`src/rtl/uart_serdes_cfg.sv`:
```
// Full-duplex UART with configurable data bits, parity and stop bits, and
// first-word fall-through TX/RX FIFOs. RX entries carry per-byte frame/parity flags.
module uart_serdes_cfg #(
   parameter int unsigned CLK_FREQ  = 33333333,
   parameter int unsigned BAUD      = 9600,
   parameter int unsigned DATA_BITS = 8,
   parameter int unsigned PARITY    = 0,
   parameter int unsigned STOP_BITS = 1,
   parameter int unsigned FIFO_AW   = 4
) (
   input  logic                 clk,
   input  logic                 rst,
   input  logic                 tx_fifo_wr_en_in,
   input  logic [DATA_BITS-1:0] tx_fifo_data_in,
   output logic                 tx_fifo_full_out,
   output logic                 tx_busy_out,
   input  logic                 rx_fifo_rd_en_in,
   output logic                 rx_fifo_empty_out,
   output logic [DATA_BITS-1:0] rx_fifo_dout_out,
   output logic                 rx_frame_err_out,
   output logic                 rx_parity_err_out,
   output logic                 rx_overrun_out,
   input  logic                 rx_err_clr_in,
   input  logic                 rx,
   output logic                 tx
);
   localparam int unsigned DIV   = (CLK_FREQ + BAUD / 2) / BAUD;
   localparam int unsigned CW    = $clog2(DIV + 1);
   localparam int unsigned BW    = $clog2(DATA_BITS + 1);
   localparam int unsigned DEPTH = 2 ** FIFO_AW;
   localparam int unsigned RXW   = DATA_BITS + 2;
   localparam logic [FIFO_AW:0] FULL_CNT = {1'b1, {FIFO_AW{1'b0}}};
   localparam logic ODD = (PARITY == 1);

   // TX FIFO
   logic [DATA_BITS-1:0] tx_mem [DEPTH];
   logic [FIFO_AW-1:0]   tx_wptr_q, tx_rptr_q;
   logic [FIFO_AW:0]     tx_cnt_q, tx_cnt_d;
   logic                 tx_full_q, tx_empty_q, tx_wr_ok, tx_pop;
   logic [DATA_BITS-1:0] tx_head;

   assign tx_wr_ok = tx_fifo_wr_en_in && (!tx_full_q || tx_pop);
   assign tx_head  = tx_mem[tx_rptr_q];

   always_comb begin
      tx_cnt_d = tx_cnt_q;
      if (tx_wr_ok && !tx_pop)      tx_cnt_d = tx_cnt_q + 1'b1;
      else if (!tx_wr_ok && tx_pop) tx_cnt_d = tx_cnt_q - 1'b1;
   end

   always_ff @(posedge clk or posedge rst) begin
      if (rst) begin
         tx_wptr_q  <= '0;
         tx_rptr_q  <= '0;
         tx_cnt_q   <= '0;
         tx_full_q  <= 1'b0;
         tx_empty_q <= 1'b1;
      end else begin
         if (tx_wr_ok) tx_wptr_q <= tx_wptr_q + 1'b1;
         if (tx_pop)   tx_rptr_q <= tx_rptr_q + 1'b1;
         tx_cnt_q   <= tx_cnt_d;
         tx_full_q  <= (tx_cnt_d == FULL_CNT);
         tx_empty_q <= (tx_cnt_d == '0);
      end
   end

   always_ff @(posedge clk) begin
      if (tx_wr_ok) tx_mem[tx_wptr_q] <= tx_fifo_data_in;
   end

   // TX FSM
   typedef enum logic [2:0] {TxIdle, TxStart, TxData, TxParity, TxStop} tx_state_e;
   tx_state_e            tx_state_q, tx_state_d;
   logic [CW-1:0]        tx_div_q, tx_div_d;
   logic [BW-1:0]        tx_bit_q, tx_bit_d;
   logic [DATA_BITS-1:0] tx_sh_q, tx_sh_d;
   logic                 tx_par_q, tx_par_d, tx_line, tx_q, tx_busy_q, tx_end;

   assign tx_end = (tx_div_q == '0);

   always_comb begin
      tx_state_d = tx_state_q;
      tx_div_d   = tx_div_q;
      tx_bit_d   = tx_bit_q;
      tx_sh_d    = tx_sh_q;
      tx_par_d   = tx_par_q;
      tx_pop     = 1'b0;
      tx_line    = 1'b1;
      if (tx_state_q != TxIdle && !tx_end) tx_div_d = tx_div_q - 1'b1;
      unique case (tx_state_q)
         TxIdle:  tx_pop = !tx_empty_q;
         TxStart: begin
            tx_line = 1'b0;
            if (tx_end) begin
               tx_state_d = TxData;
               tx_div_d   = CW'(DIV - 1);
               tx_bit_d   = '0;
            end
         end
         TxData: begin
            tx_line = tx_sh_q[0];
            if (tx_end) begin
               tx_div_d = CW'(DIV - 1);
               tx_sh_d  = tx_sh_q >> 1;
               tx_bit_d = tx_bit_q + 1'b1;
               if (tx_bit_q == BW'(DATA_BITS - 1)) begin
                  tx_state_d = (PARITY != 0) ? TxParity : TxStop;
                  tx_bit_d   = '0;
               end
            end
         end
         TxParity: begin
            tx_line = tx_par_q;
            if (tx_end) begin
               tx_state_d = TxStop;
               tx_div_d   = CW'(DIV - 1);
            end
         end
         TxStop: begin
            if (tx_end) begin
               if (STOP_BITS == 2 && tx_bit_q == '0) begin
                  tx_bit_d = 1'b1;
                  tx_div_d = CW'(DIV - 1);
               end else begin
                  tx_state_d = TxIdle;
                  tx_pop     = !tx_empty_q;
               end
            end
         end
         default: tx_state_d = TxIdle;
      endcase
      // A pop always starts a new frame, from idle or straight out of the last stop bit.
      if (tx_pop) begin
         tx_state_d = TxStart;
         tx_div_d   = CW'(DIV - 1);
         tx_sh_d    = tx_head;
         tx_par_d   = (^tx_head) ^ ODD;
      end
   end

   always_ff @(posedge clk or posedge rst) begin
      if (rst) begin
         tx_state_q <= TxIdle;
         tx_div_q   <= '0;
         tx_bit_q   <= '0;
         tx_sh_q    <= '0;
         tx_par_q   <= 1'b0;
         tx_q       <= 1'b1;
         tx_busy_q  <= 1'b0;
      end else begin
         tx_state_q <= tx_state_d;
         tx_div_q   <= tx_div_d;
         tx_bit_q   <= tx_bit_d;
         tx_sh_q    <= tx_sh_d;
         tx_par_q   <= tx_par_d;
         tx_q       <= tx_line;
         tx_busy_q  <= (tx_state_q != TxIdle) || !tx_empty_q;
      end
   end

   assign tx               = tx_q;
   assign tx_busy_out      = tx_busy_q;
   assign tx_fifo_full_out = tx_full_q;

   // RX synchroniser and FSM
   typedef enum logic [2:0] {RxIdle, RxStart, RxData, RxParity, RxStop} rx_state_e;
   rx_state_e            rx_state_q, rx_state_d;
   logic                 rx_meta_q, rx_sync_q, rx_prev_q;
   logic [CW-1:0]        rx_div_q, rx_div_d;
   logic [BW-1:0]        rx_bit_q, rx_bit_d;
   logic [DATA_BITS-1:0] rx_sh_q, rx_sh_d;
   logic                 rx_perr_q, rx_perr_d, rx_push, rx_end;

   assign rx_end = (rx_div_q == '0);

   always_comb begin
      rx_state_d = rx_state_q;
      rx_div_d   = rx_div_q;
      rx_bit_d   = rx_bit_q;
      rx_sh_d    = rx_sh_q;
      rx_perr_d  = rx_perr_q;
      rx_push    = 1'b0;
      if (rx_state_q != RxIdle && !rx_end) rx_div_d = rx_div_q - 1'b1;
      unique case (rx_state_q)
         RxIdle: begin
            if (rx_prev_q && !rx_sync_q) begin
               rx_state_d = RxStart;
               rx_div_d   = CW'(DIV / 2 - 1);
            end
         end
         RxStart: begin
            if (rx_end) begin
               rx_state_d = rx_sync_q ? RxIdle : RxData;
               rx_div_d   = CW'(DIV - 1);
               rx_bit_d   = '0;
               rx_perr_d  = 1'b0;
            end
         end
         RxData: begin
            if (rx_end) begin
               rx_div_d = CW'(DIV - 1);
               rx_sh_d  = {rx_sync_q, rx_sh_q[DATA_BITS-1:1]};
               rx_bit_d = rx_bit_q + 1'b1;
               if (rx_bit_q == BW'(DATA_BITS - 1)) rx_state_d = (PARITY != 0) ? RxParity : RxStop;
            end
         end
         RxParity: begin
            if (rx_end) begin
               rx_state_d = RxStop;
               rx_div_d   = CW'(DIV - 1);
               rx_perr_d  = rx_sync_q ^ (^rx_sh_q) ^ ODD;
            end
         end
         RxStop: begin
            if (rx_end) begin
               rx_state_d = RxIdle;
               rx_push    = 1'b1;
            end
         end
         default: rx_state_d = RxIdle;
      endcase
   end

   always_ff @(posedge clk or posedge rst) begin
      if (rst) begin
         rx_meta_q  <= 1'b1;
         rx_sync_q  <= 1'b1;
         rx_prev_q  <= 1'b1;
         rx_state_q <= RxIdle;
         rx_div_q   <= '0;
         rx_bit_q   <= '0;
         rx_sh_q    <= '0;
         rx_perr_q  <= 1'b0;
      end else begin
         rx_meta_q  <= rx;
         rx_sync_q  <= rx_meta_q;
         rx_prev_q  <= rx_sync_q;
         rx_state_q <= rx_state_d;
         rx_div_q   <= rx_div_d;
         rx_bit_q   <= rx_bit_d;
         rx_sh_q    <= rx_sh_d;
         rx_perr_q  <= rx_perr_d;
      end
   end

   // RX FIFO: entry = {frame_err, parity_err, data}
   logic [RXW-1:0]     rx_mem [DEPTH];
   logic [RXW-1:0]     rx_head;
   logic [FIFO_AW-1:0] rx_wptr_q, rx_rptr_q;
   logic [FIFO_AW:0]   rx_cnt_q, rx_cnt_d;
   logic               rx_full_q, rx_empty_q, rx_wr_ok, rx_rd_ok, rx_ovr_q;

   assign rx_wr_ok = rx_push && (!rx_full_q || rx_fifo_rd_en_in);
   assign rx_rd_ok = rx_fifo_rd_en_in && (!rx_empty_q || rx_push);
   assign rx_head  = rx_mem[rx_rptr_q];

   always_comb begin
      rx_cnt_d = rx_cnt_q;
      if (rx_wr_ok && !rx_rd_ok)      rx_cnt_d = rx_cnt_q + 1'b1;
      else if (!rx_wr_ok && rx_rd_ok) rx_cnt_d = rx_cnt_q - 1'b1;
   end

   always_ff @(posedge clk or posedge rst) begin
      if (rst) begin
         rx_wptr_q  <= '0;
         rx_rptr_q  <= '0;
         rx_cnt_q   <= '0;
         rx_full_q  <= 1'b0;
         rx_empty_q <= 1'b1;
         rx_ovr_q   <= 1'b0;
      end else begin
         if (rx_wr_ok) rx_wptr_q <= rx_wptr_q + 1'b1;
         if (rx_rd_ok) rx_rptr_q <= rx_rptr_q + 1'b1;
         rx_cnt_q   <= rx_cnt_d;
         rx_full_q  <= (rx_cnt_d == FULL_CNT);
         rx_empty_q <= (rx_cnt_d == '0);
         // A dropped frame wins over a clear in the same cycle.
         if (rx_push && !rx_wr_ok) rx_ovr_q <= 1'b1;
         else if (rx_err_clr_in)   rx_ovr_q <= 1'b0;
      end
   end

   always_ff @(posedge clk) begin
      if (rx_wr_ok) rx_mem[rx_wptr_q] <= {!rx_sync_q, rx_perr_q, rx_sh_q};
   end

   assign rx_fifo_empty_out = rx_empty_q;
   assign rx_fifo_dout_out  = rx_empty_q ? '0 : rx_head[DATA_BITS-1:0];
   assign rx_parity_err_out = !rx_empty_q && rx_head[DATA_BITS];
   assign rx_frame_err_out  = !rx_empty_q && rx_head[DATA_BITS+1];
   assign rx_overrun_out    = rx_ovr_q;
endmodule
```
`config.mk`:
```
export PLATFORM = sky130hd
export DESIGN_NAME = uart_serdes_cfg
export DESIGN_NICKNAME = d
export VERILOG_FILES = /design/src/rtl/uart_serdes_cfg.sv
export SDC_FILE = /design/constraint.sdc
export NUM_CORES = 1
export LEC_CHECK = 0
export BUFFER_PORTS_ARGS = -buffer_cell sky130_fd_sc_hd__buf_2
export CELL_PAD_IN_SITES_DETAIL_PLACEMENT = 1
export CELL_PAD_IN_SITES_GLOBAL_PLACEMENT = 1
export CORE_AREA = 2 2 202 204
export DETAILED_ROUTE_END_ITERATION = 12
export DIE_AREA = 0 0 204 206
export GPL_ROUTABILITY_DRIVEN = 1
export PLACE_DENSITY = 0.71
export SYNTH_ARGS = -nofsm -noshare
export SYNTH_HDL_FRONTEND = slang
export SYNTH_SLANG_ARGS = --single-unit
```
`constraint.sdc`:
```
create_clock -name clk -period 4.4 [get_ports clk]
set_input_delay 0.88 -clock clk [delete_from_list [all_inputs] [get_ports clk]]
set_output_delay 0.88 -clock clk [all_outputs]
set_load 0.05 [all_outputs]
```
==> flow_summary.ini, run 1 <==
[status]
status = completed

[global_routing]
antenna_found_initial = 0
grt_max_degree = 67
grt-busiest-layer = met2
grt.total_usage_pct = 16.1
grt_pass1_vias = 9104
grt_use_met3_pct = 2.55
grt_use_met1_pct = 20.8
overflow = 0
globalRouteMet2Util_pct = 28.0
grt_pass1_wl_um = 52100

[critical_path]
crit_path_max_fanout = 23
slowest_stage = dfrtp_2
cp-end-kind = output port
path_cells = buf_4 > mux4_2 > mux4_2 > nor2b_1 > buf_2
arrival_ps = 2880
crit_top_cell = mux4_2
timing.rr.start = tx_div_q[0]$_DFF_PP0_
worstReg2RegEnd = tx_mem[3][1]$_DFFE_PP_
reg2reg_depth = 8
rrSetupSlack_ps = 770
cp-start-kind = register
worstPathRequired_ps = 3520
max_stage_delay_ps = 780
cp_num_buf_inv = 2
critPathKind = register to output port
critPathTopFamily = multiplexers

[timing]
rsz0062_at_grt = false
max-slew-margin-rel_pct = 39.9
max_slew.worst_pin.slew_ps = 898
max_freq_ghz = 0.266
hold_violations = 0
finClkSkew_ps = 13.7
drv_slew = 0
fin_ws_ps = 641
fin_crit_ps = 3760
final.setup.tns_ps = 0
fin_crit_sh_pct = 85.4
final-setup-viol-count = 0

[place]
portBuffers = 28
place_ws_ps = 826
dp_hpwl_um = 21100
gp_congestion = 0.782

[power_and_ir_drop]
p_sw_share_pct = 30.1
leakagePower_nw = 6.27
p_total_mw = 10.6
p_int_mw = 7.39
p_sw_mw = 3.18
power_frac_comb_pct = 23.5
vdd_drop_max_mv = 0.394
p_per_area_nw_per_um2 = 588
power.share.clock_pct = 31.9
seq_power_share_pct = 44.6

[min_path]
whs_path_depth = 0
min_path_type = register to register
min_delay_worst_endpoint = rx_sync_q$_DFF_PP1_
hp-start = rx_meta_q$_DFF_PP1_

[yosys]
netlist_instances = 948
avgSynthCellArea_um2 = 16.7
synth_async_sr_flop_share_pct = 24.2
synth_nets = 982
synth_edf_count = 288
ys_seq_elements = 380
ys.warnings.count = 0
synth_cell_types = 63
synth_sequential_area_ratio_pct = 69.3
synth_area_um2 = 15800
synth_flop_cell = edfxtp_1

[cts]
cts_root_buffer = clkbuf_16
postCtsHoldBufs = 0
cts_tree = done
clockBufferDepth = 3
cts.repair.resized = 0
htree_levels = 2
cts_buffers = 42
post-cts-setup-buffers = 0
clock-sinks = 380
clkLatencyLatePin_ps = 540
cts.clk_slew.worst_paths_ps = 60

[drt]
drtIter0Drc = 468
firstDrtPassIters = 5
postRouteAntennaNets = 0
wirelength_um = 32600
via_per_inst = 5.30
vias = 8305
route.detailed.drc = 0
wl_per_cell_um = 20.8

[finish]
n_antenna_cell = 0
drive_gt1_share_pct = 21.6
final_core_util_pct = 44.7
syn2layout_area_growth_pct = 13.7
fin_nets = 1038

[die]
coreArea_um2 = 40200
pin_count = 29
start_util_pct = 39.3
die-area_um2 = 42000
fp-row-count = 74
die_w_um = 204
chipHeight_um = 206

[run]
max-cap-violations = 0
cell usage after synthesis (10+ instances only):
cell	number	area, µm²
xor2_1	10	87.6
mux4_2	82	1850
a22oi_1	17	128
nand3_1	13	65.1
clkbuf_1	25	93.8
nor2_1	39	146
xnor2_1	43	377
inv_1	22	82.6
o21ai_0	38	190
nand2_1	81	304
nor2b_1	18	113
ha_1	20	250
dfrtp_1	86	2150
edfxtp_1	288	8650
nor3_1	15	75.1
a21oi_1	16	80.1
and2_1	19	119
flip-flops by register name, summed over array words and instances (netlist names), 4 cells and up:
register,cells
tx_sh_q,8
rx_bit_q,4
tx_mem,128
rx_mem,160
rx_sh_q,8
rx_div_q,12
tx_div_q,12
rx_wptr_q,4
rx_cnt_q,5
rx_rptr_q,4
tx_bit_q,4
tx_rptr_q,4
tx_cnt_q,5
tx_wptr_q,4
worst max path at each step:
stage	startpoint	endpoint	slack [ps]	cells past startpoint
final	rx_rptr_q[1]$_DFFE_PP0P_	rx_fifo_dout_out[3]	640	5
after global routing	tx_div_q[0]$_DFF_PP0_	tx_mem[3][3]$_DFFE_PP_	350	8
after CTS	rx_rptr_q[1]$_DFFE_PP0P_	rx_fifo_dout_out[3]	590	5
after detailed placement	tx_div_q[0]$_DFF_PP0_	tx_mem[3][5]$_DFFE_PP_	830	8
after global placement	tx_div_q[0]$_DFF_PP0_	tx_mem[1][7]$_DFFE_PP_	950	8
after floorplan	rx_rptr_q[0]$_DFFE_PP0P_	rx_fifo_dout_out[7]	1100	5
worst reg2reg max path, stage by stage, from the launching register on:
cell and delay, ps:
dfrtp_1 370, inv_1 110, ha_1 150, nor4b_1 430, a31oi_1 270, or2_0 480
a21oi_2 560, nor3b_1 430, and2_1 460
metrics by stage:
| stage | cell area [µm²] | cells | hold slack (ps) |
|---|---|---|---|
| after floorplan | 15800 | 948 | 345 |
| after global placement | 16600 | 1492 | 348 |
| after detailed placement | 16600 | 1492 | 347 |
| after CTS | 18000 | 1567 | 351 |
| after global routing | 18000 | 1567 | 352 |
| final | 18000 | 1567 | 353 |
logic make-up after synthesis:
| kind of cell | Yosys count | share of synthesized area (%) |
|---|---|---|
| AOI/OAI and AO/OA | 98 | 3.95 |
| xor gates and xnor gates | 54 | 3.04 |
| adders and majority gates | 20 | 1.58 |
| buffers and inverters | 62 | 1.54 |
| DFF | 380 | 69.3 |
| muxes | 99 | 12.8 |
| and+or+nand+nor | 235 | 7.72 |
placed cells by master (no fill, tap or decap), drive strengths merged, types with 2 or more instances in the layout:
cell       n
a211oi     2
a21oi     17
a22oi     18
a31oi      6
a41oi      2
and2      20
and3       5
buf       52
bufinv     2
clkbuf    62
clkinv     9
dfrtp     86
dfstp      6
edfxtp   288
ha        20
inv       23
mux2       9
mux2i      8
mux4      82
nand2     81
nand2b     4
nand3     14
nand3b     2
nand4      6
nand4b     2
nor2      40
nor2b     18
nor3      16
nor4       9
nor4b      6
o21ai     40
o2bb2ai    2
o31ai      2
or3        5
or4        3
xnor2     44
xor2      10
area by class of cell:
| class | instances | area (µm²) |
|---|---|---|
| clock buffer | 62 | 1220 |
| clock inverter | 13 | 113 |
| fill | 3961 | 22200 |
| inverter | 22 | 85.1 |
| multi-input combinational | 506 | 4600 |
| sequential | 380 | 11000 |
| tap | 532 | 666 |
| timing repair buffer | 52 | 320 |
power groups by stage:
stage                     sequential (mW)  combinational, mW  clock (mW)
after floorplan                      4.49               2.06           0
after global placement               4.77               2.44           0
after detailed placement             4.79               2.52           0
after global routing                 4.78               2.72        3.59
after CTS                            4.72               2.55        3.45
final                                4.71               2.49        3.37
metal layers:
layer / part of all wire (%) / wire length, µm
met3: 3.4 / 1120
met5: 0 / 0
met2: 50 / 16400
met1: 44 / 14200
met4: 2.6 / 843
Power figures use the tool's default switching activity.
==> run 2, diff against run 1 <==
==> constraint.sdc (replaced) <==
create_clock -name clk -period 4.4 [get_ports clk]
set_input_delay 0.88 -clock clk [delete_from_list [all_inputs] [get_ports clk]]
set_output_delay 0.88 -clock clk [all_outputs]
set_load 0.02 [all_outputs]
==> flow_summary.ini, run 2 (synthesized netlist as in run 1, its figures left out) <==
[status]
status = completed

[drt]
route.detailed.drc = 0
wl_per_cell_um = 21.2
firstDrtPassIters = 4
dr_wl_met3_um = 1250
highest_layer = met4
via_per_inst = 5.30
postRouteAntennaNets = 0
wl_met2_um = 16800
vias = 8289
wl_met1_um = 14300
drtIter0Drc = 422
wirelength_um = 33200

[timing]
final.setup.tns_ps = 0
fin_ws_ps = 594
fin_crit_sh_pct = 86.5
rsz0062_at_grt = false
hold_violations = 0
max_freq_ghz = 0.263
drv_slew = 0
final-setup-viol-count = 0
max-slew-margin-rel_pct = 39.8
hold_slack_ps = 347
fin_crit_ps = 3810
finClkSkew_ps = 17.1
max_slew.worst_pin.slew_ps = 903

[cts]
cts.repair.resized = 0
postCtsHoldBufs = 0
cts_tree = done
clkLatencyLatePin_ps = 550
post-cts-setup-buffers = 0
cts_root_buffer = clkbuf_16
cts_buffers = 40
clock-sinks = 380
clockBufferDepth = 3
cts.clk_slew.worst_paths_ps = 60
htree_levels = 2

[die]
die-area_um2 = 42000
chipHeight_um = 206
pin_count = 29
fp-row-count = 74
start_util_pct = 39.3
die_w_um = 204
coreArea_um2 = 40200

[global_routing]
overflow = 0
antenna_found_initial = 0
grt.total_usage_pct = 16.7
grt_pass1_vias = 9127
grt_pass1_wl_um = 53600
grt_max_degree = 69

[critical_path]
worstPathRequired_ps = 3520
arrival_ps = 2930
cp-end-kind = output port
cp-start-kind = register
crit_path_max_fanout = 15
critPathKind = register to output port

[finish]
largest_register_ffs = 160
syn2layout_area_growth_pct = 13.9
stdcell_area_um2 = 18000
fin_nets = 1035
reg.largest.list = rx_mem: 160 flops, tx_mem: 128 flops
final_common_cell = edfxtp_1
drive_gt1_share_pct = 22.0
layout_common_cells = edfxtp_1 (288), mux4_2 (82), dfrtp_1 (82)
n_antenna_cell = 0
top_register = rx_mem

[power_and_ir_drop]
leakagePower_nw = 6.28
p_total_mw = 10.5
p_per_area_nw_per_um2 = 585
vdd_drop_max_mv = 0.382

[place]
dp_hpwl_um = 21200
portBuffers = 28
dpl_cell_area_um2 = 16600
gp_congestion = 0.771
place_ws_ps = 781

[run]
max-cap-violations = 0

[min_path]
min_path_type = register to register
## run 2: cell type report
class	instances	area [µm²]
Clock buffer	56	1130
Fill cell	3956	22200
Inverter	22	85.1
Clock inverter	18	220
Multi-Input combinational cell	506	4600
Tap cell	532	666
Timing Repair Buffer	51	325
Sequential cell	380	11000
## run 2: routing by layer
layer	GRT usage, %	vias up
li1	-	3762
met1	21.4	4328
met2	29.1	139
met3	2.74	60
met4	5.12	0
met5	0	-
## run 2: final timing paths
kind / startpoint / to / slack [ps] / cells after the start
setup / recovery: rx_rptr_q[0]$_DFFE_PP0P_ / rx_fifo_dout_out[0] / 590 / 5
hold / removal: rx_meta_q$_DFF_PP1_ / rx_sync_q$_DFF_PP1_ / 350 / 0
setup reg to reg: tx_div_q[0]$_DFF_PP0_ / tx_mem[3][1]$_DFFE_PP_ / 840 / 8
hold reg to reg: rx_meta_q$_DFF_PP1_ / rx_sync_q$_DFF_PP1_ / 350 / 0
max in group asynchronous: rst / tx_rptr_q[1]$_DFFE_PP0P_ / 2990 / 3
min in group asynchronous: rst / rx_div_q[11]$_DFF_PP0_ / 510 / 2
## run 2: worst max-delay path, cell delays in order (launching register included)
cell	delay, ps
dfrtp_2	680
buf_4	350
mux4_2	550
mux4_2	480
nor2b_1	150
buf_2	170
## run 2: stage by stage
| step | std cells | util, % |
|---|---|---|
| final | 1565 | 44.8 |
| after global routing | 1565 | 44.8 |
| after CTS | 1565 | 44.8 |
| after detailed placement | 1491 | 41.4 |
| after global placement | 1491 | 41.4 |
| after floorplan | 948 | - |
## run 2: where the power goes
group	total (mW)	internal [mW]	switching, mW
logic	2.32	1.15	1.17
clock network	3.46	2.09	1.37
registers	4.75	4.21	0.545
==> run 3, diff against run 2 <==
REMOVE_ABC_BUFFERS = 1   (was default)
TNS_END_PERCENT = 1   (was default)
==> flow_summary.ini, run 3 (synthesized netlist as in run 1, its figures left out) <==
[status]
status = completed

[power_and_ir_drop]
p_per_area_nw_per_um2 = 574
leakagePower_nw = 6.19
p_total_mw = 10.2
p_int_mw = 7.18
p_sw_mw = 3.06
seq_power_share_pct = 45.9
p_sw_share_pct = 29.9
vdd_drop_max_mv = 0.361
power.share.clock_pct = 31.0
power_frac_comb_pct = 23.1

[cts]
cts_buffers = 40
clockBufferDepth = 3
postCtsHoldBufs = 0
cts.repair.resized = 0
clkLatencyLatePin_ps = 560
post-cts-setup-buffers = 0
cts_tree = done
cts_root_buffer = clkbuf_16
htree_levels = 2
clock-sinks = 380
cts.clk_slew.worst_paths_ps = 60

[timing]
fin_crit_sh_pct = 83.8
max_slew.worst_pin.slew_ps = 1030
final-setup-viol-count = 0
drv_slew = 0
max-slew-margin-rel_pct = 31.5
rsz0062_at_grt = false
fin_crit_ps = 3690
final.setup.tns_ps = 0
hold_violations = 0
max_freq_ghz = 0.271
finClkSkew_ps = 20.2
fin_ws_ps = 711

[finish]
top_register = rx_mem
final_core_util_pct = 44.4
stdcell_area_um2 = 17800
final_common_cell = edfxtp_1
syn2layout_area_growth_pct = 12.9
layout_common_cells = edfxtp_1 (288), dfrtp_1 (83), mux4_2 (82)
reg.largest.list = rx_mem: 160 flops, tx_mem: 128 flops
drive_gt1_share_pct = 21.0
largest_register_ffs = 160
n_antenna_cell = 0
fin_nets = 1031

[critical_path]
slowest_stage = dfrtp_2
critPathTopFamily = flip-flops
rrSetupSlack_ps = 880
crit_path_max_fanout = 29
crit_top_cell = mux4_2
cp_num_buf_inv = 2
cp-end-kind = output port
max_stage_delay_ps = 820
critPathKind = register to output port
reg2reg_depth = 9
cp-start-kind = register
arrival_ps = 2810
timing.rr.start = tx_div_q[0]$_DFF_PP0_
worstReg2RegEnd = tx_mem[0][1]$_DFFE_PP_
path_cells = buf_4 > mux4_2 > mux4_2 > nor2b_1 > buf_2
worstPathRequired_ps = 3520

[global_routing]
grt_pass1_vias = 9091
grt_pass1_wl_um = 54000
grt_max_degree = 68
grt.total_usage_pct = 17.0
overflow = 0
antenna_found_initial = 0

[die]
chipHeight_um = 206
die-area_um2 = 42000
fp-row-count = 74
die_w_um = 204
start_util_pct = 39.3
pin_count = 29
coreArea_um2 = 40200

[place]
dpl_cell_area_um2 = 16600
dp_hpwl_um = 21800
gp_congestion = 0.748
portBuffers = 28
place_ws_ps = 915

[drt]
route.detailed.drc = 0
vias = 8292
wirelength_um = 33900
wl_per_cell_um = 21.7
via_per_inst = 5.32
drtIter0Drc = 558
postRouteAntennaNets = 0
firstDrtPassIters = 4

[min_path]
min_delay_worst_endpoint = rx_sync_q$_DFF_PP1_
hp-start = rx_meta_q$_DFF_PP1_
min_path_type = register to register
whs_path_depth = 0

[run]
max-cap-violations = 0
[run 3: cell count changes in the layout (fill, tap and decap cells not counted), moves of 3 or more]
cell       previous run  this run
clkbuf_8              5         1
bufinv_16             5         2
clkinv_1              4         9
buf_4                22        18
[run 3: layer usage]
metal  wire (µm)  vias to the layer above  GRT usage (%)
li1            -                     3746              -
met1       14300                     4333           21.8
met2       17400                      151           29.5
met3        1270                       62           2.92
met4         932                        0           5.33
met5           0                        -              0
[run 3: power groups by stage]
| stage | sequential (mW) | combinational, mW | clock [mW] |
|---|---|---|---|
| 2_1_floorplan | 4.76 | 1.64 | 0 |
| 3_3_place_gp | 4.77 | 2.36 | 0 |
| 3_5_place_dp | 4.78 | 2.40 | 0 |
| 4_1_cts | 4.71 | 2.42 | 3.26 |
| 5_1_grt | 4.77 | 2.61 | 3.41 |
| 6_report | 4.70 | 2.36 | 3.18 |
[run 3: worst max-delay path by stage]
stage / start / end / cells after the start
global placement: rx_div_q[4]$_DFF_PP0_ / rx_mem[11][4]$_DFFE_PP_ / 5
floorplan: rx_rptr_q[0]$_DFFE_PP0P_ / rx_fifo_dout_out[0] / 3
detailed placement: rx_div_q[4]$_DFF_PP0_ / rx_mem[11][4]$_DFFE_PP_ / 5
finish: rx_rptr_q[1]$_DFFE_PP0P_ / rx_fifo_dout_out[4] / 5
CTS: rx_rptr_q[1]$_DFFE_PP0P_ / rx_fifo_dout_out[2] / 5
global route: rx_rptr_q[1]$_DFFE_PP0P_ / rx_fifo_dout_out[4] / 5
[run 3: layout make-up]
cell class                 instances  area [µm²]
fill                            3942       22300
sequential                       380       11000
multi-input combinational        506        4600
clock buffer                      50        1050
tap                              532         666
timing repair buffer              47         295
clock inverter                    21         179
inverter                          22        85.1
[run 3: worst register-to-register path: stages, from the launching register on]
cell and delay [ps]:
dfrtp_1 380, inv_1 120, ha_1 160, nor4b_1 400, a31oi_1 280, or2_0 270
buf_4 170, a21oi_2 490, nor3b_1 400, and2_1 470
[run 3: per-stage QoR]
step                      std cells  hold WS (ps)
after floorplan                 908           345
after global placement         1487           347
after detailed placement       1487           349
after CTS                      1558           358
after global routing           1558           363
final                          1558           356
